File: src/rtl/mux_4x1_dataflow_if.sv
`default_nettype none
// ============================================================================
// Module      : mux_4x1_dataflow_if
// Description : Data/select bundle feeding the registered 4-to-1 word mux.
// Revision    : 1.0
// ============================================================================
interface mux_4x1_dataflow_if #(
    parameter int WIDTH = 4
);
    logic [WIDTH-1:0] A0_i;
    logic [WIDTH-1:0] A1_i;
    logic [WIDTH-1:0] A2_i;
    logic [WIDTH-1:0] A3_i;
    logic             S0_i;
    logic             S1_i;
    logic [WIDTH-1:0] Y_o;

    modport master (
        output A0_i,
        output A1_i,
        output A2_i,
        output A3_i,
        output S0_i,
        output S1_i,
        input  Y_o
    );

    modport slave (
        input  A0_i,
        input  A1_i,
        input  A2_i,
        input  A3_i,
        input  S0_i,
        input  S1_i,
        output Y_o
    );
endinterface
`default_nettype wire

File: src/rtl/mux_4x1_dataflow.sv
`default_nettype none
// ============================================================================
// Module      : mux_4x1_dataflow
// Description : Parameterised 4-to-1 word mux, AND-OR selection, registered Y.
// Revision    : 1.0
// ============================================================================
module mux_4x1_dataflow #(
    parameter int WIDTH = 4
) (
    input  wire                     clk_i,
    input  wire                     rst_i,
    mux_4x1_dataflow_if.slave       bus
);

    localparam logic [WIDTH-1:0] c_Y_RESET = '0;

    logic [3:0]       w_sel_dec;
    logic [WIDTH-1:0] y_d;
    logic [WIDTH-1:0] y_q;

    // One-hot decode of {S1,S0}; each term gates exactly one source word.
    assign w_sel_dec[0] = ~bus.S1_i & ~bus.S0_i;
    assign w_sel_dec[1] = ~bus.S1_i &  bus.S0_i;
    assign w_sel_dec[2] =  bus.S1_i & ~bus.S0_i;
    assign w_sel_dec[3] =  bus.S1_i &  bus.S0_i;

    assign y_d = ({WIDTH{w_sel_dec[0]}} & bus.A0_i)
               | ({WIDTH{w_sel_dec[1]}} & bus.A1_i)
               | ({WIDTH{w_sel_dec[2]}} & bus.A2_i)
               | ({WIDTH{w_sel_dec[3]}} & bus.A3_i);

    always_ff @(posedge clk_i) begin
        if (rst_i) begin
            y_q <= c_Y_RESET;
        end else begin
            y_q <= y_d;
        end
    end

    assign bus.Y_o = y_q;

endmodule
`default_nettype wire

File: src/flat_wrapper.sv
// flat-port wrapper written by rule: the top's interface ports become plain ports
module mux_4x1_dataflow_flat 
#(
    parameter int WIDTH = 4
)
  (clk_i, rst_i, bus_A0_i, bus_A1_i, bus_A2_i, bus_A3_i, bus_S0_i, bus_S1_i, bus_Y_o);
  mux_4x1_dataflow_if #(.WIDTH(WIDTH)) bus_i ();
  input  wire clk_i;
  input  wire rst_i;
  input wire logic [$bits(bus_i.A0_i)-1:0] bus_A0_i;
  input wire logic [$bits(bus_i.A1_i)-1:0] bus_A1_i;
  input wire logic [$bits(bus_i.A2_i)-1:0] bus_A2_i;
  input wire logic [$bits(bus_i.A3_i)-1:0] bus_A3_i;
  input wire logic [$bits(bus_i.S0_i)-1:0] bus_S0_i;
  input wire logic [$bits(bus_i.S1_i)-1:0] bus_S1_i;
  output wire logic [$bits(bus_i.Y_o)-1:0] bus_Y_o;
  assign bus_i.A0_i = bus_A0_i;
  assign bus_i.A1_i = bus_A1_i;
  assign bus_i.A2_i = bus_A2_i;
  assign bus_i.A3_i = bus_A3_i;
  assign bus_i.S0_i = bus_S0_i;
  assign bus_i.S1_i = bus_S1_i;
  assign bus_Y_o = bus_i.Y_o;
  mux_4x1_dataflow #(.WIDTH(WIDTH)) u_core (.clk_i(clk_i), .rst_i(rst_i), .bus(bus_i));
endmodule
File: config.mk
export PLATFORM = sky130hd
export DESIGN_NAME = mux_4x1_dataflow_flat
export DESIGN_NICKNAME = d
export VERILOG_FILES = /design/src/rtl/mux_4x1_dataflow_if.sv /design/src/rtl/mux_4x1_dataflow.sv /design/src/flat_wrapper.sv
export SDC_FILE = /design/constraint.sdc
export NUM_CORES = 1
export LEC_CHECK = 0
export CAP_MARGIN = 10
export CORE_AREA = 8 8 45 47
export CTS_BUF_LIST = sky130_fd_sc_hd__clkbuf_4 sky130_fd_sc_hd__clkbuf_8
export CTS_CLUSTER_SIZE = 25
export DETAILED_ROUTE_END_ITERATION = 16
export DIE_AREA = 0 0 53 55
export PLACE_DENSITY = 0.56
export SLEW_MARGIN = 0
export SYNTH_ARGS = -nofsm -noshare
export SYNTH_HDL_FRONTEND = slang
export SYNTH_SLANG_ARGS = --single-unit
export TNS_END_PERCENT = 5
File: constraint.sdc
create_clock -name clk_i -period 1.55 [get_ports clk_i]
set_clock_uncertainty 0.05 [all_clocks]
set_input_delay 0.2325 -clock clk_i [delete_from_list [all_inputs] [get_ports clk_i]]
set_output_delay 0.2325 -clock clk_i [all_outputs]
set_load 0.05 [all_outputs]
* Word level (Yosys, flattened, before mapping)
Cells that the tools add are included.
** Word-level totals
- Bits in registers :: 4
- Bits in latches :: 0
- RAM bits :: 0
- ROM bits :: 0
- Output and inout port bits :: 4
- Word-level logic and storage cells :: 14
- Memories :: 0
** Operators by class
- Add/subtract/negate cells :: 0
- Multipliers :: 0
- Div/mod/pow operators :: 0
- Order comparisons :: 0
- Eq/ne operators :: 0
- Shift-type cells :: 0
- Muxes and demuxes :: 0
- Bitwise operators :: 13
- Reduce and logical (&&, ||, !) cells :: 0
** Operators by type and width (count)
- AND 4 bit :: 4
- OR 4 bit :: 3
- AND 1 bit :: 4
- NOT 1 bit :: 2

* Longest topological paths before layout
- Depth after elaboration :: 6
- Depth in mapped cells :: 2
- Gate-level depth less buffers :: 2

* Worst setup path before layout
No wires, ideal clock.
- Path kind :: input -> register
- Start point :: in bus_S0_i
- End point :: reg u_core.y_q[0], in the netlist u_core.bus.Y_o[0]
- Setup time :: 114 ps
- Arrival time :: 863 ps
- Path slack :: 524 ps
- Stages :: 2
- Buffers on the path :: 0
- Cell sequence :: mux4_1 -> nor2b_1
** On the way
- Cells in the longest elaborated chain, start to end :: 6
** Ends and longest elaborated chain
- start: declaration :: RTL line flat_wrapper.sv:14 : input wire logic [$bits(bus_i.S0_i)-1:0] bus_S0_i;
- NOT 1 bit :: RTL line mux_4x1_dataflow.sv:22, mux_4x1_dataflow.sv:24
- AND 1 bit :: RTL line mux_4x1_dataflow.sv:22 : assign w_sel_dec[0] = ~bus.S1_i & ~bus.S0_i;
- AND 4 bit :: RTL line mux_4x1_dataflow.sv:27 : assign y_d = ({WIDTH{w_sel_dec[0]}} & bus.A0_i)
- OR 4 bit :: RTL line mux_4x1_dataflow.sv:28 : | ({WIDTH{w_sel_dec[1]}} & bus.A1_i)
- OR 4 bit :: RTL line mux_4x1_dataflow.sv:29 : | ({WIDTH{w_sel_dec[2]}} & bus.A2_i)
- OR 4 bit * :: RTL line mux_4x1_dataflow.sv:30 : | ({WIDTH{w_sel_dec[3]}} & bus.A3_i);
- end signal: assignment :: RTL line mux_4x1_dataflow.sv:34 : y_q <= c_Y_RESET;
- end signal: assignment :: RTL line mux_4x1_dataflow.sv:36 : y_q <= y_d;
- end: declaration :: RTL line mux_4x1_dataflow.sv:19 : logic [WIDTH-1:0] y_q;
Mark *: on every way between the ends. The rest lies on a longest branch, timed or not.
A chain may end at the register's enable or synchronous reset.

* Worst setup path in the final report
Ends and elaborated chain as after synthesis.

==> impl_summary.md <==
Power and ir drop
The net switching share of the total power is 0.245. The analysis attributes to net switching a power of about 0.00009 W. The leakage power of the design is about 0.19 nW.

In this run the power density over the cells is 759 mW/mm^2. The share of total power dissipated in the clock network is 0.348. The combinational cell fraction of total power is 0.338. The worst vdd rail ir drop is about 190 uV. The internal portion of the total power is 0.000273 W. The sequential share of power is 0.314.

STA
At the pin with the least slew margin, the transition time is about 0.20 ns. Setup repair after global routing left no endpoint under its margin. In this run the tightest slew margin relative to its limit is 0.867.

The minimum clock period after layout is 1.44 ns. The post-route fraction of the period consumed by the critical path is 0.927. The total of endpoints with negative setup slack in the final report is 0. The total count of max-transition violations in the final report was 0. The hold violation total from the final report was 0. The maximum clock rate is 696 MHz.

Min path
The worst hold path was traced through 2 stages. The class of the tightest hold or removal check is in -> reg. For hold timing, the worst endpoint is u_core.bus.Y_o[0].

The worst hold path begins at rst_i.

Clock network
The tree built by TritonCTS fans out to 4 sinks. In this run the clock root is driven by a clkbuf_4. After clock tree synthesis, the setup repair step added 0 buffers. The number of hold buffers added after CTS is 0. CTS built an H-tree with a depth of 1. TritonCTS built the clock tree. The buffer levels on the longest clock path is 2. The number of buffers created by CTS is 3. In this run, post-CTS repair resized a total of 0 instances.

The clock transition at the registers of the reported paths is approximately 0.040 ns.

Synth
The flip-flop cell with the highest count after synthesis is dfxtp_1. The post-synthesis share of cell area spent on xor and xnor gates is 0. The simple-gate share of the synthesized area is 0.126. By area the synthesized netlist is led by dfxtp_1, mux4_2, mux4_1, nor2b_1. The fraction of synthesized cell area taken by the top area cell type is 0.403. Each instance of the synthesized netlist takes up on average ~17 sq um.

The post-synthesis compound-gate area fraction came to 0. In this run, synthesis inferred 0 flip-flops with an integrated enable. The flop and latch count out of synthesis is 4. After synthesis the cells add up to about 200 sq um. The portion of synthesized area spent on multiplexers is 0.472. The async set-or-reset flop fraction in the synthesized netlist is 0. For this run, the number of Yosys warnings is 0.

The commonest cells after synthesis are dfxtp_1, nor2b_1, mux4_2, mux4_1. The largest total area in the synthesized netlist belongs to dfxtp_1. The number of nets produced by synthesis is 32. Of the total synthesized cell area, the portion taken by full adders, half adders and majority gates is 0. The netlist uses 4 different library cells. The dominant combinational cell family by area after synthesis is multiplexers. After technology mapping, the gate count stands at 12. For this run, the register share of the synthesized area comes to 0.403.

Die
The chip height is 55 microns. The placeable core region is approximately 0.0014 sq mm. Row generation in the floorplan step produced 14 rows. The x dimension of the die is 53 microns. 24 I/O pins were placed.

For this configuration, the core starts out at a cell density of 0.144. The die covers 0.00292 sq mm.

Worst setup path
The arrival time of the worst setup path is 1.51 ns. The type of the worst setup path is in -> reg. The data required time of the critical path is 1.62 ns.

STA classifies the critical path endpoint as a register. The maximum fanout along the worst path is 4. STA classifies the critical path startpoint as an input port.

Global routing
The layer flagged by global routing as most heavily used is met2. The global-route track usage on met2 is 0.0820. The number of global-route vias before repair is 265. The global-route wire length before repair is 1.13 mm. The number of antenna violations at the first check in global routing is 0. The global-route track usage on met3 is 0.0535. The met1 track demand over resource is 0.0490. The total congestion overflow after global routing is 0. Entering global routing, the biggest net connects 5 pins. The total routing resource utilization after global routing is 0.0581.

Run status
The flow ran to the end, and the final reports show no timing, DRC or antenna violations.

Final layout
The filler cells instantiated in the layout total 143. The repair_antennas step left the layout with diodes totalling 0. Compared with the post-synthesis result, the final layout area differs by 140%. At the end of the flow the core is filled with cells to 0.344.

In the final design database the tool counted 62 nets. Leaving out filler cells and counting taps, the final layout contains 56. The register with the most flip-flops in the layout has 4 of them. In the final layout, the share of cells above drive strength 1 is 0.300.

Placement
Routability-driven placement finished with a final weighted congestion of 0.656. Counting tap cells, the placed design contains a total of 53 instances. During placement, the flow inserted port buffers numbering 23.

Run
Across the run, the number of max-cap violations was 0.

Drt
For this run, the detailed router's first-pass iteration total came to 1. Wires add up to 759 microns. After detailed routing, the number of vias per cell comes to roughly 4.0. For this block, the via count after detailed routing is approximately 220. The first routing iteration left 0 violations. The wire length per cell after detailed routing is 13.6 microns.

The detail route stage leaves a number of antenna-violating nets equal to 0. For this run, design rule violations remaining after detail routing come to 0.
cell type report:
class | count | area, sq um | share of cell area
clock buffers | 3 | 22.5 | 0.0472
multi-input cells | 8 | 119 | 0.249
flip-flops and latches | 4 | 80.1 | 0.168
well taps | 16 | 20.0 | 0.0420
repair buffers | 25 | 235 | 0.493
power groups by stage:
stage / clock network (W) / registers [W] / logic [W]
global placement: 0 / 0.000115 / 0.000123
finish: 0.000126 / 0.000114 / 0.000122
global route: 0.000139 / 0.000114 / 0.000130
CTS: 0.000135 / 0.000114 / 0.000124
detailed placement: 0 / 0.000116 / 0.000124
floorplan: 0 / 0.000145 / 0.0000230
routing by layer:
metal / routed length [microns] / up-vias
met2: 291 / 24
li1: - / 106
met1: 301 / 92
met4: 0 / 0
met3: 166 / 0
met5: 0 / -
layout by cell type, fill, tap and decap left out, drive strengths merged:
master,Yosys,final
buf,0,6
clkbuf,0,3
clkdlybuf4s50,0,19
dfxtp,4,4
mux4,4,4
nor2b,4,4
worst max-delay path: stages:
cell,delay (ns)
clkdlybuf4s50_1,0.57
mux4_1,0.57
nor2b_1,0.14
stage by stage:
step	hold WS [ns]	instance area [sq um]	setup slack [ns]	power (W)	setup TNS, ns
floorplan	0.254	199	0.524	0.000168	0
global placement	0.635	454	-0.110	0.000238	-0.246
detailed placement	0.635	454	-0.144	0.000240	-0.310
CTS	0.577	477	0.107	0.000373	0
global route	0.617	477	0.0741	0.000383	0
finish	0.576	477	0.113	0.000362	0
worst max-delay path by stage:
stage | slack (ns) | end | start
floorplan | 0.52 | u_core.bus.Y_o[0] | bus_S0_i
global route | 0.07 | u_core.bus.Y_o[0] | bus_S0_i
CTS | 0.11 | u_core.bus.Y_o[0] | bus_S0_i
global placement | -0.11 | u_core.bus.Y_o[0] | bus_S0_i
finish | 0.11 | u_core.bus.Y_o[0] | bus_S0_i
detailed placement | -0.14 | u_core.bus.Y_o[0] | bus_S0_i
kinds of logic (layout without fill, tap and decap cells):
kind of cell  Yosys count  in the layout
buf+inv                 0             28
simple gates            4              4
flops                   4              4
mux                     4              4
Note: power is estimated with default switching activity, not from simulation.
